==> config.mk <==
export PLATFORM = sky130hd
export DESIGN_NAME = uart3_tx_flat
export DESIGN_NICKNAME = d
export VERILOG_FILES = /design/src/rtl/uart3_tx_if.sv /design/src/rtl/uart3_tx.sv /design/src/flat_wrapper.sv
export SDC_FILE = /design/constraint.sdc
export NUM_CORES = 1
export LEC_CHECK = 0
export ABC_AREA = 1
export BUFFER_PORTS_ARGS = -buffer_cell sky130_fd_sc_hd__buf_4
export CORE_ASPECT_RATIO = 0.8
export CORE_MARGIN = 4
export CORE_UTILIZATION = 45
export DETAILED_ROUTE_END_ITERATION = 7
export PLACE_DENSITY = 0.61
export REMOVE_ABC_BUFFERS = 1
export SLEW_MARGIN = 20
export SYNTH_ARGS = -nofsm -noshare
export SYNTH_HDL_FRONTEND = slang
export SYNTH_SLANG_ARGS = --single-unit
==> constraint.sdc <==
create_clock -name clk -period 3.1 [get_ports clk]
set_input_delay 0.62 -clock clk [delete_from_list [all_inputs] [get_ports clk]]
set_output_delay 0.62 -clock clk [all_outputs]
set_load 0.01 [all_outputs]
==> src/rtl/uart3_tx_if.sv <==
// Host-side write port of the buffered UART transmitter.
// The host drives data and the load strobe; the transmitter returns FIFO-not-full.
interface uart3_tx_if #(
   parameter int WIDTH = 8
) ();
   logic             ld_tx_data;
   logic [WIDTH-1:0] tx_data;
   logic             tx_ready;

   modport master (output ld_tx_data, output tx_data, input tx_ready);
   modport slave  (input ld_tx_data, input tx_data, output tx_ready);
endinterface

==> src/rtl/uart3_tx.sv <==
// Buffered UART transmitter: FIFO, runtime baud divisor, parity mode, 1 or 2 stop bits.
// Frames go out LSB first; the line idles high.
module uart3_tx #(
   parameter int WIDTH      = 8,
   parameter int FIFO_DEPTH = 16,
   parameter int DIV_WIDTH  = 16,
   parameter int CNT_WIDTH  = $clog2(FIFO_DEPTH + 1)
) (
   input  logic                 clk,
   input  logic                 reset,
   input  logic [DIV_WIDTH-1:0] baud_div,
   input  logic [1:0]           parity_mode,
   input  logic                 two_stop,
   input  logic                 tx_enable,
   input  logic                 clr_overflow,
   uart3_tx_if.slave            host,
   output logic                 tx_out,
   output logic                 tx_busy,
   output logic                 tx_empty,
   output logic [CNT_WIDTH-1:0] fifo_count,
   output logic                 overflow
);
   localparam int PTR_W = $clog2(FIFO_DEPTH);
   localparam int IDX_W = $clog2(WIDTH);
   localparam logic [CNT_WIDTH-1:0] DEPTH_C = CNT_WIDTH'(FIFO_DEPTH);
   localparam logic [IDX_W-1:0]     LAST_C  = IDX_W'(WIDTH - 1);

   typedef enum logic [2:0] {
      IDLE   = 3'd0,
      START  = 3'd1,
      DATA   = 3'd2,
      PARITY = 3'd3,
      STOP   = 3'd4
   } state_t;

   logic [WIDTH-1:0]     mem_q [FIFO_DEPTH];
   logic [PTR_W-1:0]     wr_ptr_q, rd_ptr_q;
   logic [CNT_WIDTH-1:0] count_q, count_d;
   logic                 overflow_q, tx_ready_q, tx_empty_q;
   state_t               state_q;
   logic [DIV_WIDTH-1:0] div_q, cnt_q;
   logic [WIDTH-1:0]     shift_q;
   logic [IDX_W-1:0]     idx_q;
   logic [1:0]           pmode_q;
   logic                 two_stop_q, stop_idx_q, parity_q, tx_out_q, tx_busy_q;
   logic                 push_s, pop_s, bit_end_s, stop_end_s, idle_next_s;
   logic [WIDTH-1:0]     head_s;

   function automatic logic parity_bit(input logic [WIDTH-1:0] w, input logic [1:0] mode);
      case (mode)
         2'b01:   parity_bit = ^w;
         2'b10:   parity_bit = ~(^w);
         default: parity_bit = 1'b0;
      endcase
   endfunction

   // Handshake decode; a pop never frees a slot for a same-cycle write.
   always_comb begin
      head_s      = mem_q[rd_ptr_q];
      bit_end_s   = (cnt_q == div_q);
      stop_end_s  = (state_q == STOP) && bit_end_s && (stop_idx_q == two_stop_q);
      push_s      = host.ld_tx_data && (count_q != DEPTH_C);
      pop_s       = tx_enable && (count_q != {CNT_WIDTH{1'b0}}) &&
                    ((state_q == IDLE) || stop_end_s);
      idle_next_s = !pop_s && ((state_q == IDLE) || stop_end_s);
      if (push_s && !pop_s) begin
         count_d = count_q + CNT_WIDTH'(1);
      end else if (pop_s && !push_s) begin
         count_d = count_q - CNT_WIDTH'(1);
      end else begin
         count_d = count_q;
      end
   end

   // FIFO storage, occupancy and sticky overflow (set beats clear).
   always_ff @(posedge clk) begin
      if (reset) begin
         wr_ptr_q   <= {PTR_W{1'b0}};
         rd_ptr_q   <= {PTR_W{1'b0}};
         count_q    <= {CNT_WIDTH{1'b0}};
         overflow_q <= 1'b0;
         tx_ready_q <= 1'b1;
         tx_empty_q <= 1'b1;
      end else begin
         if (push_s) begin
            mem_q[wr_ptr_q] <= host.tx_data;
            wr_ptr_q        <= wr_ptr_q + PTR_W'(1);
         end
         if (pop_s) begin
            rd_ptr_q <= rd_ptr_q + PTR_W'(1);
         end
         if (host.ld_tx_data && !push_s) begin
            overflow_q <= 1'b1;
         end else if (clr_overflow) begin
            overflow_q <= 1'b0;
         end
         count_q    <= count_d;
         tx_ready_q <= (count_d != DEPTH_C);
         tx_empty_q <= (count_d == {CNT_WIDTH{1'b0}}) && idle_next_s;
      end
   end

   // Frame FSM; config is latched on pop so mid-frame changes wait for the next frame.
   always_ff @(posedge clk) begin
      if (reset) begin
         state_q    <= IDLE;
         tx_out_q   <= 1'b1;
         tx_busy_q  <= 1'b0;
         cnt_q      <= {DIV_WIDTH{1'b0}};
         div_q      <= {DIV_WIDTH{1'b0}};
         shift_q    <= {WIDTH{1'b0}};
         idx_q      <= {IDX_W{1'b0}};
         pmode_q    <= 2'b00;
         two_stop_q <= 1'b0;
         stop_idx_q <= 1'b0;
         parity_q   <= 1'b0;
      end else if (pop_s) begin
         state_q    <= START;
         tx_out_q   <= 1'b0;
         tx_busy_q  <= 1'b1;
         cnt_q      <= {DIV_WIDTH{1'b0}};
         div_q      <= baud_div;
         pmode_q    <= parity_mode;
         two_stop_q <= two_stop;
         shift_q    <= head_s;
         parity_q   <= parity_bit(head_s, parity_mode);
         idx_q      <= {IDX_W{1'b0}};
         stop_idx_q <= 1'b0;
      end else if ((state_q != IDLE) && !bit_end_s) begin
         cnt_q <= cnt_q + DIV_WIDTH'(1);
      end else begin
         cnt_q <= {DIV_WIDTH{1'b0}};
         case (state_q)
            IDLE: begin
               tx_out_q  <= 1'b1;
               tx_busy_q <= 1'b0;
            end
            START: begin
               state_q  <= DATA;
               tx_out_q <= shift_q[0];
               shift_q  <= shift_q >> 1;
               idx_q    <= {IDX_W{1'b0}};
            end
            DATA: begin
               if (idx_q == LAST_C) begin
                  if (pmode_q != 2'b00) begin
                     state_q  <= PARITY;
                     tx_out_q <= parity_q;
                  end else begin
                     state_q    <= STOP;
                     tx_out_q   <= 1'b1;
                     stop_idx_q <= 1'b0;
                  end
               end else begin
                  idx_q    <= idx_q + IDX_W'(1);
                  tx_out_q <= shift_q[0];
                  shift_q  <= shift_q >> 1;
               end
            end
            PARITY: begin
               state_q    <= STOP;
               tx_out_q   <= 1'b1;
               stop_idx_q <= 1'b0;
            end
            STOP: begin
               if (stop_end_s) begin
                  state_q   <= IDLE;
                  tx_busy_q <= 1'b0;
                  tx_out_q  <= 1'b1;
               end else begin
                  stop_idx_q <= 1'b1;
               end
            end
            default: begin
               state_q   <= IDLE;
               tx_busy_q <= 1'b0;
               tx_out_q  <= 1'b1;
            end
         endcase
      end
   end

   assign tx_out        = tx_out_q;
   assign tx_busy       = tx_busy_q;
   assign tx_empty      = tx_empty_q;
   assign fifo_count    = count_q;
   assign overflow      = overflow_q;
   assign host.tx_ready = tx_ready_q;
endmodule
==> src/flat_wrapper.sv <==
// flat-port wrapper written by rule: the top's interface ports become plain ports
module uart3_tx_flat 
#(
   parameter int WIDTH      = 8,
   parameter int FIFO_DEPTH = 16,
   parameter int DIV_WIDTH  = 16,
   parameter int CNT_WIDTH  = $clog2(FIFO_DEPTH + 1)
)
  (clk, reset, baud_div, parity_mode, two_stop, tx_enable, clr_overflow, tx_out, tx_busy, tx_empty, fifo_count, overflow, host_ld_tx_data, host_tx_data, host_tx_ready);
  uart3_tx_if #(.WIDTH(WIDTH)) host_i ();
  input  logic clk;
  input  logic reset;
  input  logic [DIV_WIDTH-1:0] baud_div;
  input  logic [1:0] parity_mode;
  input  logic two_stop;
  input  logic tx_enable;
  input  logic clr_overflow;
  output logic tx_out;
  output logic tx_busy;
  output logic tx_empty;
  output logic [CNT_WIDTH-1:0] fifo_count;
  output logic overflow;
  input wire logic [$bits(host_i.ld_tx_data)-1:0] host_ld_tx_data;
  input wire logic [$bits(host_i.tx_data)-1:0] host_tx_data;
  output wire logic [$bits(host_i.tx_ready)-1:0] host_tx_ready;
  assign host_i.ld_tx_data = host_ld_tx_data;
  assign host_i.tx_data = host_tx_data;
  assign host_tx_ready = host_i.tx_ready;
  uart3_tx #(.WIDTH(WIDTH), .FIFO_DEPTH(FIFO_DEPTH), .DIV_WIDTH(DIV_WIDTH), .CNT_WIDTH(CNT_WIDTH)) u_core (.clk(clk), .reset(reset), .baud_div(baud_div), .parity_mode(parity_mode), .two_stop(two_stop), .tx_enable(tx_enable), .clr_overflow(clr_overflow), .host(host_i), .tx_out(tx_out), .tx_busy(tx_busy), .tx_empty(tx_empty), .fifo_count(fifo_count), .overflow(overflow));
endmodule
-- After elaboration in Yosys (flattened, before gate mapping)
Memory sizes are Yosys's and may differ from the RTL's. A register that Yosys moved wholly into a read port is not among the register bits.
Index checks and enable logic that the tools add are counted.
- register bits: 69
- memory bits (writable): 128
- bits of input ports: 32
- output and inout port bits: 10
- memories: 1
- add/sub/neg operators: 6
- equal/unequal tests: 22
- multiplexer cells: 36
- bitwise logic cells: 3
- reductions and logical operators: 35
- memories (name ; depth ; bits a word ; read ports ; clocked after Yosys merged registers in ; wr ports ; line ; RTL):
    u_core.mem_q ; 16 ; 8 ; 1 ; 1 ; 1 ; uart3_tx.sv:36 ; logic [WIDTH-1:0] mem_q [FIFO_DEPTH];
- operators with widths (cell ; count):
    $mux W8 ; 3
    $mux W1 ; 18
    $add A16 B1 Y16 const B ; 1
    $eq A16 B16 Y1 ; 1
    $pmux W8 S2 ; 1
    $pmux W3 S5 ; 1
    $mux W3 ; 4
    $logic_and A1 B1 Y1 ; 11
    $mux W5 ; 2
    $ne A2 B1 Y1 const B ; 5
    $ne A5 B5 Y1 const B ; 2
    $reduce_and A3 Y1 ; 3
    $reduce_bool A3 Y1 ; 3
    $add A4 B1 Y4 const B ; 2
    $mux W4 ; 2
    $reduce_and A4 Y1 ; 2
    $reduce_xor A8 Y1 ; 1
    $eq A3 B2 Y1 const B ; 2
    $eq A3 B3 Y1 const B ; 2
    $ne A2 B2 Y1 const B ; 3
    $ne A3 B1 Y1 const B ; 2
    $pmux W1 S3 ; 2
    $pmux W3 S2 ; 1
    $reduce_bool A2 Y1 ; 3
    other kinds (19) ; 25

-- Logic depth before layout (Yosys ltp)
Gate-level depths: netlist of run 1.
- word-level depth: 10
- gate-level depth with buffers: 20
- gate-level depth less buffers: 19

-- Worst setup path before layout of run 1
No wires, ideal clock.
- path kind: register -> register
- start point: register u_core.count_q[0] (netlist: u_core.fifo_count[0])
- end point: memory u_core.mem_q[15][0], enable pin
- library setup time: 383 ps
- arrival time: 1949 ps
- data required time: 2717 ps
- slack: 767 ps
- cell stages (with the launch flop): 8
- clock period less this slack: 2333 ps
- cells stage by stage: dfxtp_1 > inv_1 > ha_1 > nand3_1 > nand2_1 > inv_1 > nand2_1 > nor3_1
- longest elaborated chain between the ends: 5
- RTL lines (item ; line ; RTL):
    start, declared ; uart3_tx.sv:38 ; logic [CNT_WIDTH-1:0] count_q, count_d;
    start signal, assigned ; uart3_tx.sv:80 ; count_q <= {CNT_WIDTH{1'b0}};
    start signal, assigned ; uart3_tx.sv:97 ; count_q <= count_d;
    $ne A5 B5 Y1 ; uart3_tx.sv:62 ; push_s = host.ld_tx_data && (count_q != DEPTH_C);
    $logic_and A1 B1 Y1 ; uart3_tx.sv:62 ;
    $mux W1 ; uart3_tx.sv:85 ; if (push_s) begin
    $mux W1 ; uart3_tx.sv:77 ; if (reset) begin
    $mux W1 (implied by the code) ; uart3_tx.sv:86 ; mem_q[wr_ptr_q] <= host.tx_data;
    end, declared ; uart3_tx.sv:36 ;
Every way passes these cells.

-- Worst setup path after layout of run 1
- start point: register u_core.count_q[0] (netlist: u_core.fifo_count[0])
- end point: memory u_core.mem_q[6][5], enable pin
Same word-level chain as after synthesis.

==> results.txt, run 1 <==
- The detailed router placed 6,908 vias in this run.
- The largest single stage delay on the critical path is 650 ps.
* Setup-violating endpoint count in the final report: 0
* Final nets: 1,129
- After layout, the minimum clock period comes to approximately 2500 ps.
- Pre-CTS worst setup slack: 541.0 ps
- Across all setup checks in the final design, the least slack found is 559.6 ps.
- Count of state elements after synthesis: 201
- Clock-pin slew on the worst setup and hold paths: around 60 ps
* Sequential fraction of the synthesis area: 0.5836
* CTS tree: built
- VDD sags by at most between 0.5 and 0.6 mV.
- The tightest min-delay check is of the primary input to flop type.
* Vias in the first global route: 6,336
- Final hold violation count: 0
- The critical path is of the flop to flop type.
- In the layout the commonest cells are 338 x sky130_fd_sc_hd__nand2_1, 128 x sky130_fd_sc_hd__edfxtp_1, 106 x sky130_fd_sc_hd__inv_1.
* Worst path cell trace: inv_1 -> ha_1 -> nand3_1 -> nand2_1 -> nor2_1 -> nand2_1 -> nor2_1
- For this design the ratio of total power to cell area is 904.0 nW/um2.
- The number of different library cells used by synthesis comes to 38.
- STA classifies the critical path endpoint as a flop.
- Worst EP required: 3230 ps
- GR Util met1: 0.3137
- In the final timing run, aggregate negative setup slack is 0 ps.
- Post-CTS setup buffer count: 0
- Count of max-cap constraint violations: 0
- RSZ-0062 raised after global routing: no
- The cell sitting at the root of the clock tree is a sky130_fd_sc_hd__clkbuf_16.
- The congestion estimate from routability-driven global placement came to approximately 0.85.
* I/O Pins: 42
- Dividing the final minimum period by the clock period gives 0.8195.
- Number of placement rows: 46
- The largest total area in the synthesized netlist belongs to sky130_fd_sc_hd__edfxtp_1.
- Post-CTS Hold Buffers: 0
- Maximum level of the CTS H-tree: 1
- Average detailed-routed wire length per instance: around 16 um
- The final-report max-slew violation count was 0.
* Met2 capacity usage during global routing: 0.2702
- For the final database, setup skew stands at 17.27 ps.
* Met3 Resource Use GR: 0.04126
- Share of the synthesized area in the top cell type: 0.4228
- Before antenna repair, the detailed router went through 5 iterations.
- In this run the remaining antenna-violating nets after routing total 0.
* Wire length of the first global-routing pass: about 35,000 um
- Relative area change from synthesis to final layout: 14.04%
* Antenna diode instance count: 0
* Arrival time of data at the critical path endpoint: 2670 ps
- Standard cell area after detailed placement: between 9000 and 10,000 um2
* Reported leakage power: 4.312 nW
- A synthesized cell averages 8.715 um2.
- Average via count per standard cell: 5.057
* All-layer global routing usage: 0.1948
- Die span in x: 166.9 um
* Number of standard cells after synthesis: 1,043
- Remaining max-slew budget at the tightest pin: 0.4271
* Die area: 22,550 um2
- In this run the deepest clock path goes through 3 buffers.
* Max Fclk: 0.3936 GHz
- Entering global routing, the biggest net connects 66 pins.
- Total DRC errors in the routed layout: 0
- Die height: 135.1 um
- Peak-usage layer in the global routing report: met1
- The run finished with clean final reports.
* Number of antenna violations at the first check in global routing: 0
- The clock net in this run drives a total of 201 sinks.
- The cell area that synthesis handed to floorplanning was 9090 um2.
* Total wirelength of the detailed-routed design: 22,080 um
- Nature of the critical path startpoint: flop
- Final Cell Area: 10,370 um2
- Effective utilization at floorplan: 0.4578
* Most frequent standard cell in the layout excluding fill and tap cells: sky130_fd_sc_hd__nand2_1
- Post-cts resize count: 0
- The HPWL after detailed placement is 14,460 um.
- Drt first-iter violations: 786
- Largest fanout on the critical path: 9
- For the pin with the worst max-slew slack, the measured transition is 856.1 ps.
* Synthesis Warnings: 0
* Total core area: 19,860 um2
- Of the cells placed in the final design, the portion with a size suffix greater than 1 is 0.1044.
- For this run the aggregate overflow at the end of global routing stands at 0.
- In this run, CTS created clock tree buffers numbering 22.
- Leading post-synthesis cells by cell area: sky130_fd_sc_hd__edfxtp_1 42%, sky130_fd_sc_hd__dfxtp_1 16%, sky130_fd_sc_hd__nand2_1 14%, sky130_fd_sc_hd__nand3_1 5.1%, sky130_fd_sc_hd__inv_1 4.4%
* Worst skew pair latency: 520 ps
* Cell at the slowest stage of the critical path: sky130_fd_sc_hd__nor2_1
- Input and output buffers added on the ports amount to 41.
## cells by family after synthesis
family	share of synthesized area
compound gates	0.05878
xor+xnor	0.01638
fa+ha+maj	0.01514
buf+inv	0.06965
flops	0.5836
simple gates	0.2564
## cells in the mapped netlist (all sizes together)
cell type	count
clkinv	1
o211ai	3
a211oi	1
nor3	14
a32o	2
a21oi	43
nor3b	3
dfxtp	73
nand3	95
nand4	8
xor2	12
and3	1
xnor2	5
inv	116
o221ai	1
o31ai	1
o21a	1
nor4	1
ha	11
a31oi	1
o21ai	46
a221oi	1
nor2	89
nand2	345
clkbuf	15
or2	2
edfxtp	128
buf	24
## critical path: cells and delay by family (launching register included)
kind                       cells  cell delay [ps]
buffers and inverters          1              110
DFF                            1              420
and+or+nand+nor                5             1390
adders and majority gates      1              240
## final timing paths
check	startpoint	end	slack (ps)	cells past startpoint
max reg2reg	u_core.fifo_count[0]	u_core.mem_q[6][5]	560	7
min reg2reg	u_core.shift_q[4]	u_core.shift_q[4]	460	2
min	clr_overflow	u_core.overflow	350	4
max	u_core.fifo_count[0]	u_core.mem_q[6][5]	560	7
## per-stage QoR
stage,power [W],cells,hold WS (ps),utilization
6_report,0.009371,1366,354.9,0.5221
3_5_place_dp,0.006904,1326,452.8,0.4873
3_3_place_gp,0.006902,1326,442.3,0.4873
5_1_grt,0.01009,1366,380.4,0.5221
2_1_floorplan,0.005807,1004,429.5,-
4_1_cts,0.009421,1366,336.2,0.5221
## layer usage
| metal | vias up | part of all wire |
|---|---|---|
| li1 | 3484 | - |
| met1 | 3151 | 0.49 |
| met2 | 247 | 0.41 |
| met3 | 26 | 0.084 |
| met4 | 0 | 0.015 |
| met5 | - | 0 |
## registers in the layout, indices dropped and copies added (netlist names), 2 cells and up, named ones only
| signal | cells |
|---|---|
| u_core.wr_ptr_q | 4 |
| u_core.cnt_q | 16 |
| u_core.pmode_q | 2 |
| u_core.mem_q | 128 |
| u_core.idx_q | 3 |
| u_core.fifo_count | 5 |
| u_core.state_q | 3 |
| u_core.rd_ptr_q | 4 |
| u_core.shift_q | 8 |
| u_core.div_q | 16 |
## cell type report
cell class	instances	area, um2
repair buffers	58	447.9
clock buffers	29	586.8
clock inverters	11	103.9
inverters	117	439.2
fillers	1853	9490
well taps	264	330.3
multi-input cells	686	3152
flip-flops and latches	201	5306
## where the power goes
part | total (W) | leakage (nW) | internal, W | switching, W
Clock | 0.00250 | 0.337 | 0.00143 | 0.00107
Sequential | 0.00337 | 1.75 | 0.00315 | 0.000215
Combinational | 0.00350 | 2.23 | 0.00113 | 0.00237
No activity file was read; power rests on OpenSTA's default activity.
==> inputs of run 2 (changes only) <==
--- a/config.mk
+++ b/config.mk
@@ -11,7 +11,7 @@
 export CORE_MARGIN = 4
 export CORE_UTILIZATION = 45
 export DETAILED_ROUTE_END_ITERATION = 7
-export PLACE_DENSITY = 0.61
+export PLACE_DENSITY = 0.64
 export REMOVE_ABC_BUFFERS = 1
 export SLEW_MARGIN = 20
 export SYNTH_ARGS = -nofsm -noshare
==> constraint.sdc (replaced) <==
create_clock -name clk -period 2.3 [get_ports clk]
set_input_delay 0.46 -clock clk [delete_from_list [all_inputs] [get_ports clk]]
set_output_delay 0.46 -clock clk [all_outputs]
set_load 0.01 [all_outputs]
==> run 2 against run 1 <==
Against the previous run:
- global-route usage fell by 0.78 points
- worst hold slack got worse by 130 ps
- flip-flop and latch count unchanged
- final area rose by 3.4%
- critical path type unchanged
==> results.txt, run 2 (synthesized netlist as in run 1, its figures left out) <==
- CP dominant cell by count: sky130_fd_sc_hd__inv_1
- The timing-limited maximum frequency was 0.4839 GHz (+23%).
* Post-CTS setup buffer count: 0 (unchanged)
- The worst clock skew came to 6.949 ps (-10.32 ps).
* Arrival time of data at the critical path endpoint: 2440 ps (-230 ps)
- Setup-violating endpoint count in the final report: 0 (unchanged)
* Worst-case vdd ir drop: 0.7723 mV (+54%)
- Number of flip-flops under the largest register name: 128 (unchanged)
- The number of DRC violations after detailed-routing iteration 0 came to 586 (-25%).
* Portion of the clock cycle consumed by the worst path in the final layout: 0.8985 (+0.07906)
* Maximum number of pins on one net before global-route repair: 46 (-30%)
- Tightest Pin Transition: 362.2 ps (-493.9 ps)
- Die area: 22,550 um2 (unchanged)
- Die span in x: 166.9 um (unchanged)
- Effective utilization at floorplan: 0.4578 (unchanged)
- The critical path starts at u_core.fifo_count[0].
- Port-buffer cells: 41 (unchanged)
- The tightest min-delay check is of the primary input to flop type.
* Slew Limit Fails: 0 (unchanged)
- Total wirelength of the detailed-routed design: 21,250 um (-3.7%)
- Master cell of the clock root buffer: sky130_fd_sc_hd__clkbuf_16
- The placement row count was 46 (unchanged).
- Cell at the slowest stage of the critical path: sky130_fd_sc_hd__or2_2
- Post-layout instance count excluding filler cells: 1,396 (+2.2%)
* Largest fanout on the critical path: 11 (+2)
- The setup path with the least slack is of type flop to flop.
- The number of failing hold endpoints at the final stage came to 0 (unchanged).
* GR Overflow Total: 0 (unchanged)
- Buffers from clock root to sink, at most: 3 (unchanged)
- The number of primary I/O pins came to 42 (unchanged).
- Worst EP required: 2670 ps (-560 ps)
- The TritonCTS buffer count is 21 (-4.5%).
* Count of max-cap constraint violations: 0 (unchanged)
* Vias post-DR: 6,937 (+0.42%)
* Endpoint type of the worst setup path: flop
- Count of antenna-violating nets left after detailed routing: 0 (unchanged)
- The relative slew slack is 0.7563 (+0.3292).
- Final Wtd Congestion: 0.8587 (+1.1%)
* All-layer global routing usage: 0.1870 (-0.007790)
- The critical path goes through inv_1 -> ha_1 -> nand2_1 -> o21ai_0 -> inv_1 -> nand2_2 -> clkinvlp_4 -> or2_2 -> o211ai_1 -> a21oi_1.
- Maximum level of the CTS H-tree: 1 (unchanged)
- Average detailed-routed wire length per instance: 15.22 um (-5.8%)
- The power per cell area came to 1211 nW/um2 (+34%).
- The final standard cell utilization of the core was 0.5398 (+0.01771).
* CTS tree: built
* Total DRC errors in the routed layout: 0 (unchanged)
* Wire length of the first global-routing pass: 34,000 um (-2.9%)
- u_core.mem_q holds more flip-flops than any other register.
- Clk sink count: 201 (unchanged)
- Final nets: 1,161 (+2.8%)
- The per-cell via count in the routed design is 4.969 (-1.7%).
* Period minus WS final: 2067 ps (-473.7 ps)
- Worst skew pair latency: 490 ps (-30 ps)
- The number of detailed-routing iterations run before antenna repair is 5 (unchanged).
- Reported leakage power: 4.519 nW (+4.8%)
- Nature of the critical path startpoint: flop
- Min-Delay Startpoint: clr_overflow
- Detailed placer's ending HPWL: 14,000 um (-3.1%)
* Most frequent cells in the layout: 331 x sky130_fd_sc_hd__nand2_1, 128 x sky130_fd_sc_hd__edfxtp_1, 105 x sky130_fd_sc_hd__inv_1
- The ratio of cells with drive above 1 in the final layout was 0.1458 (+0.04140).
- The vertical die dimension came to 135.1 um (unchanged).
- The placed instance count is 1,357 (+2.3%).
* Antenna diode instance count: 0 (unchanged)
- The placeable core area is 19,860 um2 (unchanged).
* Most frequent standard cell in the layout excluding fill and tap cells: sky130_fd_sc_hd__nand2_1
* Relative area change from synthesis to final layout: 17.91%
- Vias in the first global route: 6,400 (+1.0%)
- Largest regs: u_core.mem_q (128), u_core.cnt_q (16), u_core.div_q (16)
- The clock-pin slew reported for the worst setup and hold paths after clock tree synthesis is 60 ps (about the same).
* RSZ-0062 raised after global routing: yes
* Highest cell delay on the worst timing path: 350 ps (-300 ps)
- R2R Path Start: u_core.fifo_count[0]
- Number of antenna violations at the first check in global routing: 0 (unchanged)
- Result of the run: complete, no violations
[run 2: worst max-delay path, delay by kind of cell (launching register included)]
family	cells	cell delay [ps]
buffers and inverters	3	450
AOI/OAI and AO/OA	3	430
DFF	1	310
and+or+nand+nor	3	550
adders and majority gates	1	210
[run 2: cell type report]
class                      instances  area (um2)
sequential                       201        5310
multi-input combinational        686        3203
inverter                         117       445.4
fill                            1821        9139
timing repair buffer              91       758.2
tap                              264       330.3
clock buffer                      27       568.0
clock inverter                    10       102.6
[run 2: worst paths after layout]
path	end	slack, ps	cells after the start
worst max-delay path	u_core.shift_q[4]	230	10
worst min-delay path	u_core.overflow	220	4
worst max register to register	u_core.shift_q[4]	230	10
worst min register to register	u_core.cnt_q[0]	460	1
[run 2: power breakdown]
group	total [W]	leakage [nW]	switching [W]	internal, W
clock network	0.00332	0.331	0.00135	0.00197
logic	0.00516	2.44	0.00330	0.00185
registers	0.00451	1.75	0.000257	0.00425
[run 2: timing repair]
action	4_1_cts	5_1_grt
setup endpoints to repair	0	14
gates resized for setup	0	23
hold buffers	0	0
[run 2: layer usage]
metal,global-route usage,wire [um],vias to the layer above
met5,0,0,-
met4,0.03135,285,0
met3,0.02868,1491,26
met2,0.2716,8921,200
met1,0.2994,10560,3174
li1,-,-,3537
[run 2: metrics by stage]
stage	setup slack, ps	total power [W]	area, um2	setup TNS [ps]	hold WS [ps]
6_report	233.3	0.01298	10720	0	220.4
5_1_grt	-10.59	0.01400	10720	-15.11	213.1
4_1_cts	113.8	0.01280	10590	0	208.9
3_5_place_dp	112.9	0.009484	9921	0	452.0
3_3_place_gp	197.3	0.009412	9921	0	450.8
2_1_floorplan	-968.1	0.007826	8896	-7205	429.5
